[config.mk]
export PLATFORM = sky130hd
export DESIGN_NAME = top_fetch
export DESIGN_NICKNAME = d
export VERILOG_FILES = /design/src/rtl/fetch_pkg.sv /design/src/rtl/top_fetch_pc_reg.sv /design/src/rtl/top_fetch.sv
export SDC_FILE = /design/constraint.sdc
export NUM_CORES = 1
export LEC_CHECK = 0
export CAP_MARGIN = 20
export CELL_PAD_IN_SITES_DETAIL_PLACEMENT = 2
export CELL_PAD_IN_SITES_GLOBAL_PLACEMENT = 2
export CORE_AREA = 5 5 145 147
export DETAILED_ROUTE_END_ITERATION = 12
export DIE_AREA = 0 0 150 152
export GPL_TIMING_DRIVEN = 0
export MAX_ROUTING_LAYER = met4
export PLACE_DENSITY_LB_ADDON = 0.15
export SLEW_MARGIN = 10
export SYNTH_ARGS = -nofsm -noshare
export SYNTH_HDL_FRONTEND = slang
export SYNTH_SLANG_ARGS = --single-unit
[constraint.sdc]
create_clock -name clk -period 3.57 [get_ports clk]
set_input_delay 0.5355 -clock clk [delete_from_list [all_inputs] [get_ports clk]]
set_output_delay 0.5355 -clock clk [all_outputs]
set_load 0.02 [all_outputs]
[src/rtl/fetch_pkg.sv]
// Shared constants and types for the RV32I fetch stage.
package fetch_pkg;

  localparam logic [31:0] NOP_INSTR        = 32'h0000_0013;
  localparam logic [31:0] DEFAULT_RESET_PC = 32'hBFC0_0000;

  typedef enum logic {
    RESET_FILL = 1'b0,
    RUN        = 1'b1
  } fetch_state_t;

endpackage

[src/rtl/top_fetch_pc_reg.sv]
// Program counter flop with reset / redirect / stall priority and the +4 adder.
module pc_reg
  import fetch_pkg::*;
#(
  parameter int              WIDTH    = 32,
  parameter logic [WIDTH-1:0] RESET_PC = DEFAULT_RESET_PC
) (
  input  logic             clk,
  input  logic             rst,
  input  logic             stall,
  input  logic             redirect,
  input  logic [WIDTH-1:0] target,
  output logic [WIDTH-1:0] pc,
  output logic [WIDTH-1:0] pc_plus4
);

  logic [WIDTH-1:0] redirect_pc;

  // Wraps modulo 2^WIDTH.
  assign pc_plus4    = pc + WIDTH'(4);
  assign redirect_pc = target & ~WIDTH'(3);

  // Redirect beats stall so a taken branch is never lost.
  always_ff @(posedge clk or negedge rst) begin
    if (!rst) begin
      pc <= RESET_PC;
    end else if (redirect) begin
      pc <= redirect_pc;
    end else if (!stall) begin
      pc <= pc_plus4;
    end
  end

endmodule

[src/rtl/top_fetch.sv]
// Fetch stage: PC register, F/D pipeline register and reset-fill sequencing.
module top_fetch
  import fetch_pkg::*;
#(
  parameter int               WIDTH    = 32,
  parameter logic [WIDTH-1:0] RESET_PC = DEFAULT_RESET_PC
) (
  input  logic             clk,
  input  logic             rst,
  input  logic             stall_F,
  input  logic             stall_D,
  input  logic             flush_D,
  input  logic             PCsrc_E,
  input  logic [WIDTH-1:0] PCtarget_E,
  input  logic [WIDTH-1:0] instr_F,
  output logic [WIDTH-1:0] pc_F,
  output logic [WIDTH-1:0] instr_D,
  output logic [WIDTH-1:0] PC_D,
  output logic [WIDTH-1:0] PCPlus4_D,
  output logic             valid_D
);

  fetch_state_t     state;
  logic [WIDTH-1:0] pc_plus4_F;
  logic [WIDTH-1:0] fill_pc;
  logic [WIDTH-1:0] fill_pc_plus4;

  pc_reg #(
    .WIDTH    (WIDTH),
    .RESET_PC (RESET_PC)
  ) u_pc_reg (
    .clk      (clk),
    .rst      (rst),
    .stall    (stall_F),
    .redirect (PCsrc_E),
    .target   (PCtarget_E),
    .pc       (pc_F),
    .pc_plus4 (pc_plus4_F)
  );

  // The first fetch after reset is pinned to RESET_PC.
  assign fill_pc       = (state == RESET_FILL) ? RESET_PC : pc_F;
  assign fill_pc_plus4 = (state == RESET_FILL) ? RESET_PC + WIDTH'(4) : pc_plus4_F;

  always_ff @(posedge clk or negedge rst) begin
    if (!rst) begin
      state <= RESET_FILL;
    end else begin
      state <= RUN;
    end
  end

  // Flush wins over stall; a bubble is a canonical NOP with valid cleared.
  always_ff @(posedge clk or negedge rst) begin
    if (!rst) begin
      instr_D   <= WIDTH'(NOP_INSTR);
      PC_D      <= '0;
      PCPlus4_D <= '0;
      valid_D   <= 1'b0;
    end else if (flush_D) begin
      instr_D   <= WIDTH'(NOP_INSTR);
      PC_D      <= '0;
      PCPlus4_D <= '0;
      valid_D   <= 1'b0;
    end else if (!stall_D) begin
      instr_D   <= instr_F;
      PC_D      <= fill_pc;
      PCPlus4_D <= fill_pc_plus4;
      valid_D   <= 1'b1;
    end
  end

endmodule

# Word level (Yosys, flattened, before mapping)
# Index checks and enable logic that the tools add are counted.
[totals]
latchBits = 0
n_memories = 0
ram_bits = 0
register_bits = 130
rom_bits = 0
output_inout_bits = 129
in_bits = 70
[op_classes]
n_mul = 0
n_eq_ne = 2
n_addsub = 1
shifts = 0
bitwise_logic = 0
n_div = 0
reduce_logical = 0
mux = 12
order_cmp = 0
[op_table]
columns = ["cell", "count"]
rows = [
  ["32-bit two-way mux", 10],
  ["32-bit by 3-bit adder with 32-bit output, second input constant", 1],
  ["2-bit by 1-bit != test with 1-bit output, second input constant", 2],
  ["1-bit two-way mux", 2],
]

# Depth between registers and ports, before layout
[logic_depth]
ltp_word = 4
ltp_mapped = 8
depth_no_buf = 6

# By module
# Synthesis repeated with hierarchy kept, for this count alone.
[hier_totals]
hier_cells = 588
area_unflattened_um2 = 6264.8
[modules_own_cells]
columns = ["module", "seq_area_each_um2", "cells_per_inst", "instances", "area_each_um2"]
rows = [
  ["top_fetch", 2456.1, 300, 1, 3970.1],
  ["pc_reg", 762.0, 288, 1, 2294.7],
]

# Least setup slack after synthesis
# No wires, ideal clock.
[synth_path]
kind = "register to register"
from = "register u_pc_reg.pc[6]"
to = "register PCPlus4_D[31]"
arrival_time_ns = 2.149
n_path_buf = 2
setup_slack_ns = 1.329
required_ns = 3.478
stages_incl_launch_ff = 8
path_cell_list = "dfrtp_1 -> buf_2 -> nand4_1 -> or4_1 -> buf_2 -> or4_1 -> and3_1 -> o31ai_2"
[synth_between]
elab_chain_cells = 4
[synth_lines]
columns = ["item", "line", "text"]
rows = [
  ["start: declaration", "top_fetch_pc_reg.sv:13", "output logic [WIDTH-1:0] pc,"],
  ["start signal: assignment", "top_fetch_pc_reg.sv:28", "pc <= redirect_pc;"],
  ["start signal: assignment", "top_fetch_pc_reg.sv:30", "pc <= pc_plus4;"],
  ["32-bit by 3-bit adder with 32-bit output", "top_fetch_pc_reg.sv:20", "assign pc_plus4 = pc + WIDTH'(4);"],
  ["32-bit two-way mux", "top_fetch.sv:43", "assign fill_pc_plus4 = (state == RESET_FILL) ? RESET_PC + WIDTH'(4) : pc_plus4_F;"],
  ["32-bit two-way mux", "top_fetch.sv:65", "end else if (!stall_D) begin"],
  ["32-bit two-way mux", "top_fetch.sv:60", "end else if (flush_D) begin"],
  ["end signal: assignment", "top_fetch.sv:68", "PCPlus4_D <= fill_pc_plus4;"],
  ["end: declaration", "top_fetch.sv:19", "output logic [WIDTH-1:0] PCPlus4_D,"],
]
# Every way passes these cells. The select of a mux whose other input is x is not followed.
# A chain may end at the register's enable or synchronous reset.

# Worst setup path after layout
[layout_path]
from = "register u_pc_reg.pc[2]"
to = "register u_pc_reg.pc[30]"
[layout_between]
elab_chain_cells = 3
[layout_lines]
columns = ["item", "line", "text"]
rows = [
  ["32-bit by 3-bit adder with 32-bit output", "top_fetch_pc_reg.sv:20", ""],
  ["32-bit two-way mux", "top_fetch_pc_reg.sv:29", "end else if (!stall) begin"],
  ["32-bit two-way mux", "top_fetch_pc_reg.sv:27", "end else if (redirect) begin"],
]
# Every way passes these cells. The select of a mux whose other input is x is not followed.

==> results_dict.tcl <==
set metrics [dict create \
    placement.cell_area_um2 8075 \
    initialDrtViolationCount 143 \
    viasPerCell 4.883 \
    r2r-start "u_pc_reg.pc[2]" \
    place_inst 1015 \
    portBuffers 193 \
    cts_buffer_depth 2 \
    fin_skew_ps 13.25 \
    swShare_pct 27.65 \
    post_cts_resized 0 \
    die_w_um 150 \
    clock_latency_ps 430 \
    clkPwrFrac_pct 43.2 \
    period_minus_slack_ps 2587 \
    cp.required_ps 3840 \
    fmax_mhz 386.5 \
    synthAdderAreaFrac_pct 0.2167 \
    synthXorXnorAreaFrac_pct 8.344 \
    p_seq_share_pct 39.2 \
    synth_area_leaders "dfrtp_1 49%, xnor2_1 6.7%, a22o_1 5.9%" \
    num_rows 52 \
    final_hold_viol_count 0 \
    critPathLaunchType "flop" \
    top_regs "instr_D: 32 flops, PC_D: 31 flops" \
    grt-ovfl-total 0 \
    p_sw_w 0.001134 \
    cts_htree_levels 4 \
    ctsHoldBuffers 0 \
    status "complete, no violations" \
    dr.pass1.iters 4 \
    post-synth-top-area-cell "dfrtp_1" \
    yosys_most_used_dff "dfrtp_1" \
    cts_tree "yes" \
    fin_nets 835 \
    ys_seq_elements 125 \
    die-area_um2 22800 \
    syn-mean-instance-area_um2 10.50 \
    gp_congestion 0.8047 \
    cap_violations 0 \
    fin_crit_sh_pct 72.47 \
    cts.sinks 125 \
    syn_area_um2 5773 \
    setup_viol 0 \
    synthArstFlopShare_pct 100.0 \
    synth_mux_area_share_pct 5.397 \
    synth-seq-area-share_pct 54.44 \
    dr_total_vias 5112 \
    worst_pin_slew_ps 717.0 \
    drive_above_1_share_pct 7.722 \
    antenna_found_initial 0 \
    synth_top_area_share_pct 48.98 \
    holdWs_ps 86.43 \
    final_area_um2 8668 \
    worstPathArrival_ps 2850 \
    syn_to_final_growth_pct 50.15 \
    fin_cells 1047 \
    comb_power_share_pct 17.6 \
    diodes 0 \
    final_cell_mix "192 x clkdlybuf4s50_1, 113 x dfrtp_1, 58 x nor2_1, 45 x nand2_1, 44 x xnor2_1" \
    grt_pass1_vias 5907 \
    synth_edf_count 0 \
    maxSlewHeadroom_pct 52.20 \
    synth_top_family_by_area "simple AND/OR/NAND/NOR gates" \
    cp_max_fo 10 \
    pin_count 199 \
    intPower_w 0.002966 \
    grt_max_degree 67 \
    final_common_cell "clkdlybuf4s50_1" \
    yosysUniqueCellTypes 43 \
    initial_core_util_pct 29.19 \
    avgRoutedWirePerCell_um 20.46 \
    design.core.area_um2 19780 \
    cts-root-buf "clkbuf_16" \
    nFillCells 2100 \
    crit_path_start "u_pc_reg.pc[2]" \
    largest_register_ffs 32 \
    grtUsageTotal_pct 19.71 \
    leakage_nw 3.604 \
    netlist_instances 550 \
    finalMaxSlewViolations 0 \
    cts.clk_slew.worst_paths_ps 60 \
    critPathCaptureType "flop" \
    yosys_warnings 0 \
    drc 0 \
    routed_wirelength_um 21420 \
    cts_buffers 17 \
    hold_path.class "primary input to asynchronous set/reset pin" \
    crit_type "flop to flop" \
    synth-simple-area-share_pct 14.48 \
    ant_nets 0 \
    dieHeight_um 152 \
    finalSetupTns_ps 0 \
    p_per_area_nw_per_um2 473.0 \
    rsz0062_at_grt "no" \
    ir_drop_mv 0.3395 \
    post_cts_buffers 0 \
    synth-compound-area-share_pct 12.18 \
    dp_hpwl_um 15980 \
    grt_first_pass_wirelength_um 34200 \
    largest_register "instr_D" \
]
[power groups by stage]
stage	Sequential [W]	Clock, W	Combinational [W]
after floorplan	0.00172	0	0.000234
after global placement	0.00163	0	0.000710
after detailed placement	0.00163	0	0.000732
after CTS	0.00161	0.00180	0.000738
after global routing	0.00162	0.00186	0.000780
final	0.00161	0.00177	0.000723
[final cells by class]
type / instances / area [µm²] / area share (%)
flip-flops and latches: 125 / 3143 / 36.26
clock buffers: 21 / 450.4 / 5.196
plain buffers: 52 / 232.7 / 2.685
multi-input cells: 362 / 2356 / 27.18
repair buffers: 194 / 1961 / 22.62
inverters: 12 / 45.04 / 0.5196
well taps: 270 / 337.8 / 3.897
clock inverters: 11 / 142.6 / 1.645
[final timing paths]
| path | cells after the start | slack, ps | to |
|---|---|---|---|
| setup reg to reg | 7 | 980 | u_pc_reg.pc[30] |
| hold reg to reg | 2 | 490 | PCPlus4_D[17] |
| setup / recovery | 7 | 980 | u_pc_reg.pc[30] |
| max in group asynchronous | 2 | 2720 | PCPlus4_D[5] |
| hold / removal | 1 | 90 | instr_D[19] |
| min in group clk | 2 | 490 | PCPlus4_D[17] |
[stage by stage]
step                      worst slack (ps)  utilization [%]  total power, W
after floorplan                       1329                -        0.001954
after global placement               -3139            40.68        0.002340
after CTS                            931.2            43.83        0.004151
after global routing                 725.5            43.83        0.004265
final                                982.7            43.83        0.004100
after detailed placement             529.6            40.83        0.002366
[kinds of logic after synthesis]
logic type / count (synthesis)
AO/OA/AOI/OAI: 97
XOR/XNOR: 55
adder cells (fa/ha/maj): 1
buffers and inverters: 64
flip-flops: 125
multiplexers: 31
other: 2
AND/OR/NAND/NOR: 175
[cells in the mapped netlist, types with 4 or more instances]
| cell | n |
|---|---|
| and3_1 | 5 |
| and4_1 | 7 |
| inv_1 | 12 |
| a221oi_1 | 7 |
| xnor2_1 | 44 |
| nor2b_1 | 4 |
| a22o_1 | 39 |
| nand2_1 | 45 |
| o21ai_0 | 28 |
| dfrtp_1 | 113 |
| nand4_1 | 10 |
| clkbuf_1 | 34 |
| xor2_1 | 11 |
| dfstp_2 | 12 |
| buf_4 | 7 |
| buf_1 | 7 |
| nand3_1 | 7 |
| o22ai_1 | 8 |
| nor4_1 | 11 |
| nor2_1 | 58 |
| nor3_1 | 17 |
| mux2i_1 | 30 |
[worst max-delay path: stages, from the launching register on]
cell and delay (ps):
dfrtp_1 570, ha_1 370, and3_1 220, nand4_1 260, clkbuf_1 350, nor4_1 370, xnor2_1 170, o21ai_0 110
[metal layers]
metal / global-route usage (%) / share of wire (%) / up-vias
met1: 23.45 / 43 / 2617
li1: - / - / 2339
met5: - / 0 / -
met3: 5.243 / 5.1 / 25
met2: 32.96 / 51 / 131
met4: 5.316 / 1.3 / 0
Power figures use the tool's default switching activity.
